===== config.mk =====
export PLATFORM = sky130hd
export DESIGN_NAME = up_counter_ctrl
export DESIGN_NICKNAME = d
export VERILOG_FILES = /design/src/rtl/up_counter_ctrl.sv
export SDC_FILE = /design/constraint.sdc
export NUM_CORES = 1
export LEC_CHECK = 0
export ABC_AREA = 1
export ABC_CLOCK_PERIOD_IN_PS = 3950
export BUFFER_PORTS_ARGS = -buffer_cell sky130_fd_sc_hd__buf_2
export CAP_MARGIN = 0
export CORE_MARGIN = 4
export CORE_UTILIZATION = 40
export CTS_CLUSTER_DIAMETER = 50
export DETAILED_ROUTE_END_ITERATION = 8
export PLACE_DENSITY = 0.7
export SKIP_CTS_REPAIR_TIMING = 1
export SYNTH_ARGS = -nofsm -noshare
export SYNTH_HDL_FRONTEND = slang
export SYNTH_SLANG_ARGS = --single-unit

===== constraint.sdc =====
create_clock -name clk -period 3.95 [get_ports clk]
set_input_delay 0.5925 -clock clk [delete_from_list [all_inputs] [get_ports clk]]
set_output_delay 0.5925 -clock clk [all_outputs]
set_load 0.05 [all_outputs]

===== src/rtl/up_counter_ctrl.sv =====
// rtl/up_counter_ctrl.sv - prescaled up-counter sequencer with start/stop/clear and terminal value
//
// Purpose: owns a CNT_W-bit count register advanced once per prescaler period
// (2**DIV_W clk cycles) while running; sequences IDLE/RUN/PAUSE/DONE from
// level commands, with a latched terminal value and optional wrap-around.
//
// Ports:
//   clk    in   system clock, all flops on posedge
//   rst    in   synchronous active-low reset
//   start  in   start from IDLE/DONE (count from 0) or resume from PAUSE
//   stop   in   RUN -> PAUSE
//   clear  in   any state -> IDLE, count zeroed
//   limit  in   terminal count, latched on start from IDLE/DONE
//   wrap   in   latched with limit; 1 = roll to 0 at limit, 0 = halt in DONE
//   out    out  current count
//   busy   out  high in RUN and PAUSE
//   done   out  one-cycle registered pulse after the terminating tick
//   tick   out  count enable, high for one cycle per prescaler period in RUN
module up_counter_ctrl #(
    parameter int DIV_W = 6,
    parameter int CNT_W = 4
) (
    input  logic             clk,
    input  logic             rst,
    input  logic             start,
    input  logic             stop,
    input  logic             clear,
    input  logic [CNT_W-1:0] limit,
    input  logic             wrap,
    output logic [CNT_W-1:0] out,
    output logic             busy,
    output logic             done,
    output logic             tick
);

    localparam logic [1:0] ST_IDLE  = 2'd0;
    localparam logic [1:0] ST_RUN   = 2'd1;
    localparam logic [1:0] ST_PAUSE = 2'd2;
    localparam logic [1:0] ST_DONE  = 2'd3;

    logic [1:0]       state_q, state_d;
    logic [DIV_W-1:0] presc_q, presc_d;
    logic [CNT_W-1:0] out_q,   out_d;
    logic [CNT_W-1:0] limit_q, limit_d;
    logic             wrap_q,  wrap_d;
    logic             done_q,  done_d;

    // The prescaler only advances in RUN, so its all-ones value is the tick.
    assign tick = (state_q == ST_RUN) && (&presc_q);
    assign out  = out_q;
    assign busy = (state_q == ST_RUN) || (state_q == ST_PAUSE);
    assign done = done_q;

    always_comb begin
        state_d = state_q;
        presc_d = presc_q;
        out_d   = out_q;
        limit_d = limit_q;
        wrap_d  = wrap_q;
        done_d  = 1'b0;

        if (clear) begin
            state_d = ST_IDLE;
            presc_d = '0;
            out_d   = '0;
        end else if (stop) begin
            // Stop outranks start in every state; in RUN it freezes the
            // prescaler and count, so a coincident tick is deferred until
            // the first cycle after resume.
            if (state_q == ST_RUN) begin
                state_d = ST_PAUSE;
            end
        end else if (start && (state_q == ST_IDLE || state_q == ST_DONE)) begin
            state_d = ST_RUN;
            presc_d = '0;
            out_d   = '0;
            limit_d = limit;
            wrap_d  = wrap;
        end else if (start && state_q == ST_PAUSE) begin
            state_d = ST_RUN;
        end else if (state_q == ST_RUN) begin
            presc_d = presc_q + 1'b1;
            if (tick) begin
                if (out_q != limit_q) begin
                    out_d = out_q + 1'b1;
                end else if (wrap_q) begin
                    out_d  = '0;
                    done_d = 1'b1;
                end else begin
                    state_d = ST_DONE;
                    done_d  = 1'b1;
                end
            end
        end
    end

    always_ff @(posedge clk) begin
        if (!rst) begin
            state_q <= ST_IDLE;
            presc_q <= '0;
            out_q   <= '0;
            limit_q <= '0;
            wrap_q  <= 1'b0;
            done_q  <= 1'b0;
        end else begin
            state_q <= state_d;
            presc_q <= presc_d;
            out_q   <= out_d;
            limit_q <= limit_d;
            wrap_q  <= wrap_d;
            done_q  <= done_d;
        end
    end

endmodule


==> results.toml, run 1 <==
[yosys]
synth_top_area_share = 0.357
synthCells = 150
ys_types = 22
syn_area_mm2 = 0.00101
yosysTopAreaCell = "dfxtp_1"
synth_fp_nets = 164
yosys-top-cells-area = "dfxtp_1 (36%), nand2_1 (15%), inv_1 (7.8%)"
ys_warn_count = 0
synth_area_per_cell_um2 = 6.72
ys_seq_elements = 18
ys_seq_area_frac = 0.357

[timing]
worst_slew_pin_slew_ns = 0.274
setup_violations = 0
setup-tns-final_ns = 0
rsz0062_at_grt = "no"
finClkSkew_ns = 0.00512
maxSlewViolCount = 0
min_period_ns = 2.13
finalHoldViolations = 0
finalCritPeriodShare = 0.539
fmax_ghz = 0.470
slew_headroom = 0.816

[layout]
syn_to_final_growth_pct = 15.0
design_area_mm2 = 0.00116
num_antenna_cells = 0
layout.nets = 185
drive_gt1_frac = 0.200
mostFrequentLayoutCells = "nand2_1 (41), inv_1 (21), dfxtp_1 (18)"
layout_commonest_cell = "nand2_1"

[grt]
grtUsageTotal = 0.125
grt_pass1_wl_mm = 3.35
grt_overflow = 0
grt_max_degree = 11
antenna_found_initial = 0
first_global_vias = 847

[die]
rows = 17
ioPinCount = 17
die-area_mm2 = 0.00339
core_area_mm2 = 0.00230
start_util = 0.439
die_h_um = 58.2
dieWidth_um = 58.2

[detailed_routing]
route.detailed.wl_per_inst_um = 9.78
drc = 0
vias_per_cell = 4.76
dr.pass1.iters = 4
drt_iter0_markers = 32
drtAntennaViolNets = 0
vias = 942
wirelength_mm = 1.94

[placement]
dp_hpwl_mm = 1.58
placedInstanceArea_mm2 = 0.00112
io_buffers = 16
gp_congestion = 0.790

[pwr]
pwr_density_cell_mw_per_mm2 = 301
leakage_nw = 0.536
peakVddDrop_mv = 0.211
finalPower_mw = 0.349

[worst_hold_path]
hold_path.class = "register to register"
holdCritStartpoint = "limit_q[3]"

[critical_path]
rr_startpoint = "state_q[0]"
slowest_delay_ns = 0.37
crit_fanout = 4
cp.arrival_ns = 1.54
cp-end-kind = "output pin"
crit_start = "presc_q[1]"
cp-start-kind = "register"
rrSetupSlack_ns = 2.25
critPathRequiredTime_ns = 3.36
crit_chain = "ha_1 -> nand2_1 -> nor2_1 -> nand3_1 -> inv_2 -> buf_2"
crit_path_top_delay_cell = "dfxtp_1"
crit_type = "register to output pin"

[cts]
htreeDepth = 1
cts_made_buffers = 3
cts_tree = "yes"
clock_path_buffers = 2
clk_pin_slew_ns = 0.10
clock_latency_ns = 0.29
root_buffer = "clkbuf_4"
clkSinkCount = 18

[outcome]
outcome = "complete, no violations"

[run]
maxCapViolations = 0
[worst paths after layout]
kind                      to  cells after the start
setup reg to reg      out[3]                     12
setup / recovery        tick                      6
hold reg to reg   limit_q[3]                      2
hold / removal    limit_q[3]                      2
[cell type report]
type	instances	area [um^2]
sequential	18	360
fill	246	1140
clock buffer	4	36.3
tap	28	35.0
multi-input combinational	106	544
timing repair buffer	16	80.1
inverter	26	104
[cells in the mapped netlist]
| cell type | count |
|---|---|
| a211oi_1 | 1 |
| a21oi_1 | 15 |
| clkinv_2 | 1 |
| clkinv_4 | 1 |
| dfxtp_1 | 18 |
| ha_1 | 4 |
| inv_1 | 21 |
| inv_2 | 3 |
| nand2_1 | 41 |
| nand2_2 | 2 |
| nand2_4 | 2 |
| nand3_1 | 11 |
| nand4_1 | 1 |
| nor2_1 | 10 |
| nor2_2 | 4 |
| nor3_1 | 2 |
| nor3b_1 | 2 |
| nor3b_2 | 1 |
| nor4_1 | 1 |
| o21ai_0 | 6 |
| o21bai_1 | 1 |
| xor2_1 | 2 |
[cell families (layout without fill, tap and decap cells)]
kind of cell             count (synthesis)  count (layout)  synth area share
buffers and inverters                   26              46             0.103
flip-flops                              18              18             0.357
XOR/XNOR                                 2               2            0.0174
AND/OR/NAND/NOR                         77              77             0.354
adder cells (fa/ha/maj)                  4               4            0.0496
AO/OA/AOI/OAI                           23              23             0.119
[flip-flops by register name, summed over array words and instances, names as in the netlist]
name and count:
state_q 2, out 4, limit_q 4, wrap_q 1, presc_q 6, done 1
[per-stage QoR]
step / worst slack (ns) / cells / hold WS (ns) / utilization
3_3_place_gp: 2.17 / 194 / 0.459 / 0.489
5_1_grt: 1.69 / 198 / 0.512 / 0.505
6_report: 1.82 / 198 / 0.480 / 0.505
2_1_floorplan: 2.34 / 150 / 0.443 / -
4_1_cts: 1.81 / 198 / 0.482 / 0.505
3_5_place_dp: 2.15 / 194 / 0.466 / 0.489
[power breakdown]
part | internal, mW | switching, mW | leakage, nW
registers | 0.185 | 0.00219 | 0.146
logic | 0.0162 | 0.0332 | 0.369
clock network | 0.0561 | 0.0563 | 0.0210
total | 0.258 | 0.0916 | 0.536
[per-layer routing]
layer | track usage | vias up | routed length [um]
met5 | 0 | - | 0
li1 | - | 517 | -
met2 | 0.216 | 20 | 926
met1 | 0.146 | 403 | 899
met3 | 0.0401 | 2 | 94
met4 | 0.0397 | 0 | 17
[worst max-delay path: cells and delay by family (launching register included)]
family | cells | cell delay, ns
adder cells (fa/ha/maj) | 1 | 0.21
buffers and inverters | 2 | 0.35
flip-flops | 1 | 0.37
AND/OR/NAND/NOR | 3 | 0.30
No activity file was read; power rests on OpenSTA's default activity.
==> run 2, diff against run 1 <==
--- a/config.mk
+++ b/config.mk
@@ -6,7 +6,7 @@
 export NUM_CORES = 1
 export LEC_CHECK = 0
 export ABC_AREA = 1
-export ABC_CLOCK_PERIOD_IN_PS = 3950
+export ABC_CLOCK_PERIOD_IN_PS = 2000
 export BUFFER_PORTS_ARGS = -buffer_cell sky130_fd_sc_hd__buf_2
 export CAP_MARGIN = 0
 export CORE_MARGIN = 4
==> constraint.sdc (replaced) <==
create_clock -name clk -period 2 [get_ports clk]
set_input_delay 0.3 -clock clk [delete_from_list [all_inputs] [get_ports clk]]
set_output_delay 0.3 -clock clk [all_outputs]
set_load 0.05 [all_outputs]
==> results.toml, run 2 (synthesis results as in run 1) <==
[critical_path]
rr_startpoint = "state_q[0]"
crit_start = "state_q[1]"
crit_path_top_delay_cell = "dfxtp_1"
crit_type = "register to output pin"
cp.arrival_ns = 1.58
crit_chain = "inv_1 -> ha_1 -> nand2_1 -> nor2_1 -> nand3_1 -> inv_2 -> buf_2"
cp-start-kind = "register"
crit_fanout = 4
critPathRequiredTime_ns = 1.70
cp-end-kind = "output pin"
slowest_delay_ns = 0.34

[die]
start_util = 0.439
rows = 17
die-area_mm2 = 0.00339
core_area_mm2 = 0.00230
dieWidth_um = 58.2
die_h_um = 58.2
ioPinCount = 17

[timing]
setup-tns-final_ns = 0
slew_headroom = 0.820
finalHoldViolations = 0
maxSlewViolCount = 0
setup_violations = 0
min_period_ns = 1.88
finClkSkew_ns = 0.00488
finalCritPeriodShare = 0.940
fmax_ghz = 0.532
worst_slew_pin_slew_ns = 0.269
rsz0062_at_grt = "no"
hold_ws_ns = 0.279

[grt]
grt_overflow = 0
grtUsageTotal = 0.133
grt_max_degree = 11
grt_pass1_wl_mm = 3.56
first_global_vias = 877
antenna_found_initial = 0

[layout]
layout.nets = 185
mostFrequentLayoutCells = "nand2_1 (41), inv_1 (21), dfxtp_1 (18)"
num_antenna_cells = 0
regMostFlops = "presc_q"
num-fill-cells = 247
drive_gt1_frac = 0.200
largest_reg_flops = 6
syn_to_final_growth_pct = 15.0
layoutNonFillerInstCount = 198
layout_commonest_cell = "nand2_1"

[placement]
gp_congestion = 0.817
io_buffers = 16
dp_cells = 194
dp_hpwl_mm = 1.65

[worst_hold_path]
holdCritStartpoint = "limit[0]"
hold_path.class = "primary input to register"

[detailed_routing]
dr.pass1.iters = 4
drt_iter0_markers = 28
drc = 0
route.detailed.wl_per_inst_um = 10.1
vias = 985
drtAntennaViolNets = 0
wirelength_mm = 1.99
vias_per_cell = 4.97

[cts]
root_buffer = "clkbuf_4"
clk_pin_slew_ns = 0.10
cts_made_buffers = 3
htreeDepth = 1
clock_latency_ns = 0.29
cts_tree = "yes"
clock_path_buffers = 2
clkSinkCount = 18

[outcome]
outcome = "complete, no violations"

[pwr]
peakVddDrop_mv = 0.421
pwr_density_cell_mw_per_mm2 = 595
leakage_nw = 0.536

[run]
maxCapViolations = 0
run 2: worst max-delay path: cells and delay by family, from the launching register on:
family                     cells  cell delay, ns
adders and majority gates      1            0.19
buffers and inverters          3            0.43
DFF                            1            0.34
and+or+nand+nor                3            0.32
run 2: cell type report:
| cell class | instances | area [um^2] | share of cell area |
|---|---|---|---|
| Timing Repair Buffer | 16 | 80.1 | 0.0690 |
| Inverter | 26 | 104 | 0.0895 |
| Tap cell | 28 | 35.0 | 0.0302 |
| Clock buffer | 4 | 36.3 | 0.0313 |
| Sequential cell | 18 | 360 | 0.311 |
| Multi-Input combinational cell | 106 | 544 | 0.469 |
run 2: path summary, 6_finish.rpt:
check	to	slack (ns)	cells after the start
setup / recovery	tick	0.12	7
hold / removal	limit_q[0]	0.28	3
setup reg to reg	out[2]	0.33	12
hold reg to reg	limit_q[0]	0.47	2
run 2: power by group:
group	internal, mW	switching [mW]
clock	0.111	0.111
sequential	0.366	0.00434
combinational	0.0320	0.0659
run 2: per-layer routing:
layer,GRT usage,up-vias,part of all wire
met4,0.0298,0,0.0090
met5,0,-,0
met2,0.231,20,0.50
met1,0.162,446,0.44
met3,0.0401,2,0.051
li1,-,517,-
run 2: metrics by stage:
step,setup WS [ns],instance area (um^2),power (mW),util
finish,0.120,1160,0.690,0.505
global route,0.00477,1160,0.730,0.505
CTS,0.116,1160,0.701,0.505
detailed placement,0.342,1120,0.477,0.489
global placement,0.404,1120,0.474,0.489
floorplan,0.500,1010,0.450,-
==> run 3, diff against run 2 <==
--- a/config.mk
+++ b/config.mk
@@ -7,13 +7,13 @@
 export LEC_CHECK = 0
 export ABC_AREA = 1
 export ABC_CLOCK_PERIOD_IN_PS = 2000
-export BUFFER_PORTS_ARGS = -buffer_cell sky130_fd_sc_hd__buf_2
 export CAP_MARGIN = 0
 export CORE_MARGIN = 4
 export CORE_UTILIZATION = 40
 export CTS_CLUSTER_DIAMETER = 50
 export DETAILED_ROUTE_END_ITERATION = 8
-export PLACE_DENSITY = 0.7
+export DONT_BUFFER_PORTS = 1
+export PLACE_DENSITY = 0.65
 export SKIP_CTS_REPAIR_TIMING = 1
 export SYNTH_ARGS = -nofsm -noshare
 export SYNTH_HDL_FRONTEND = slang
==> results.toml, run 3 (synthesis results as in run 1) <==
[outcome]
outcome = "complete, no violations"

[grt]
grt_pass1_wl_mm = 3.71
grtUsageTotal = 0.138
antenna_found_initial = 0
grt_overflow = 0
grt_max_degree = 11
first_global_vias = 875

[placement]
io_buffers = 0
dp_hpwl_mm = 1.70
gp_congestion = 0.775

[timing]
finalCritPeriodShare = 0.900
fmax_ghz = 0.556
worst_slew_pin_slew_ns = 0.471
finClkSkew_ns = 0.00218
maxSlewViolCount = 0
min_period_ns = 1.80
finalHoldViolations = 0
setup-tns-final_ns = 0
setup_violations = 0
slew_headroom = 0.686
rsz0062_at_grt = "no"

[pwr]
pwr_density_cell_mw_per_mm2 = 578
swShare = 0.272
p_sw_mw = 0.172
p_clk_frac = 0.279
peakVddDrop_mv = 0.429
leakage_nw = 0.476
p_int_mw = 0.462
combPwrFrac = 0.137
pwr-share-seq = 0.584

[critical_path]
crit_type = "register to output pin"
cp-end-kind = "output pin"
crit_buf_inv = 1
crit_fanout = 4
critPathRequiredTime_ns = 1.70
slowest_delay_ns = 0.38
cp-start-kind = "register"
crit_chain = "ha_1 -> nand2_1 -> nor2_1 -> nand3_1 -> inv_2"
cp_top_family = "flip-flops"
crit_path_top_delay_cell = "dfxtp_1"
cp.arrival_ns = 1.50

[detailed_routing]
vias = 908
wirelength_mm = 2.10
drc = 0
dr.pass1.iters = 4
drt_iter0_markers = 24
drtAntennaViolNets = 0
route.detailed.wl_per_inst_um = 11.3
vias_per_cell = 4.91

[layout]
mostFrequentLayoutCells = "nand2_1 (41), inv_1 (21), dfxtp_1 (18)"
num_antenna_cells = 0
layout.nets = 173
largest_reg_flops = 6
drive_gt1_frac = 0.134
layout_commonest_cell = "nand2_1"
syn_to_final_growth_pct = 8.68
fin_util = 0.477
regMostFlops = "presc_q"

[die]
dieWidth_um = 58.2
core_area_mm2 = 0.00230
start_util = 0.439
die-area_mm2 = 0.00339
die_h_um = 58.2
ioPinCount = 17
rows = 17

[cts]
clock_path_buffers = 2
htreeDepth = 1
cts_tree = "yes"
clk_pin_slew_ns = 0.10
cts_made_buffers = 3
root_buffer = "clkbuf_4"
clkSinkCount = 18
clock_latency_ns = 0.29

[run]
maxCapViolations = 0

[worst_hold_path]
hold_path.class = "primary input to register"
[run 3: cell count changes in the layout (fill, tap and decap cells not counted), sizes merged]
| cell | before | now |
|---|---|---|
| buf | 16 | 4 |
| clkbuf | 4 | 3 |
[run 3: cell type report]
class / instances / area [um^2]
Multi-Input combinational cell: 106 / 544
Clock buffer: 3 / 22.5
Fill cell: 239 / 1200
Sequential cell: 18 / 360
Timing Repair Buffer: 4 / 30.0
Inverter: 26 / 104
Tap cell: 28 / 35.0
[run 3: metrics by stage]
stage	power [mW]	cell area (um^2)	setup slack (ns)	instances	hold WS, ns
6_report	0.634	1100	0.200	185	0.133
5_1_grt	0.675	1100	0.0717	185	0.121
3_5_place_dp	0.466	1070	0.372	182	0.445
3_3_place_gp	0.464	1070	0.392	182	0.441
4_1_cts	0.646	1100	0.203	185	0.121
2_1_floorplan	0.450	1010	0.500	150	0.438
[run 3: per-layer routing]
metal | part of all wire | up-vias | global-route usage
met1 | 0.45 | 395 | 0.172
li1 | - | 490 | -
met2 | 0.47 | 21 | 0.229
met4 | 0.0081 | 0 | 0.0265
met3 | 0.065 | 2 | 0.0490
met5 | 0 | - | 0
[run 3: final timing paths]
| check | depth (start not counted) | slack [ns] | endpoint | start |
|---|---|---|---|---|
| min | 2 | 0.13 | limit_q[1] | rst |
| max | 5 | 0.20 | tick | presc_q[1] |
| min reg2reg | 2 | 0.47 | limit_q[1] | limit_q[1] |
| max reg2reg | 12 | 0.34 | out[2] | state_q[0] |
[run 3: power by group through the flow]
stage / Clock (mW) / Sequential (mW) / Combinational (mW)
finish: 0.177 / 0.371 / 0.0866
floorplan: 0 / 0.379 / 0.0711
detailed placement: 0 / 0.379 / 0.0868
CTS: 0.189 / 0.371 / 0.0872
global placement: 0 / 0.378 / 0.0860
global route: 0.203 / 0.372 / 0.0998
[run 3: worst register-to-register path, stage by stage, from the launching register on]
cell and delay [ns]:
dfxtp_1 0.38, inv_1 0.06, ha_1 0.31, nand2_2 0.14, clkinv_4 0.10, nand2_4 0.09, nand2_4 0.07, inv_2 0.10
nor2_2 0.04, nand2_1 0.07, nand2_2 0.07, nand2_1 0.06, a21oi_1 0.06
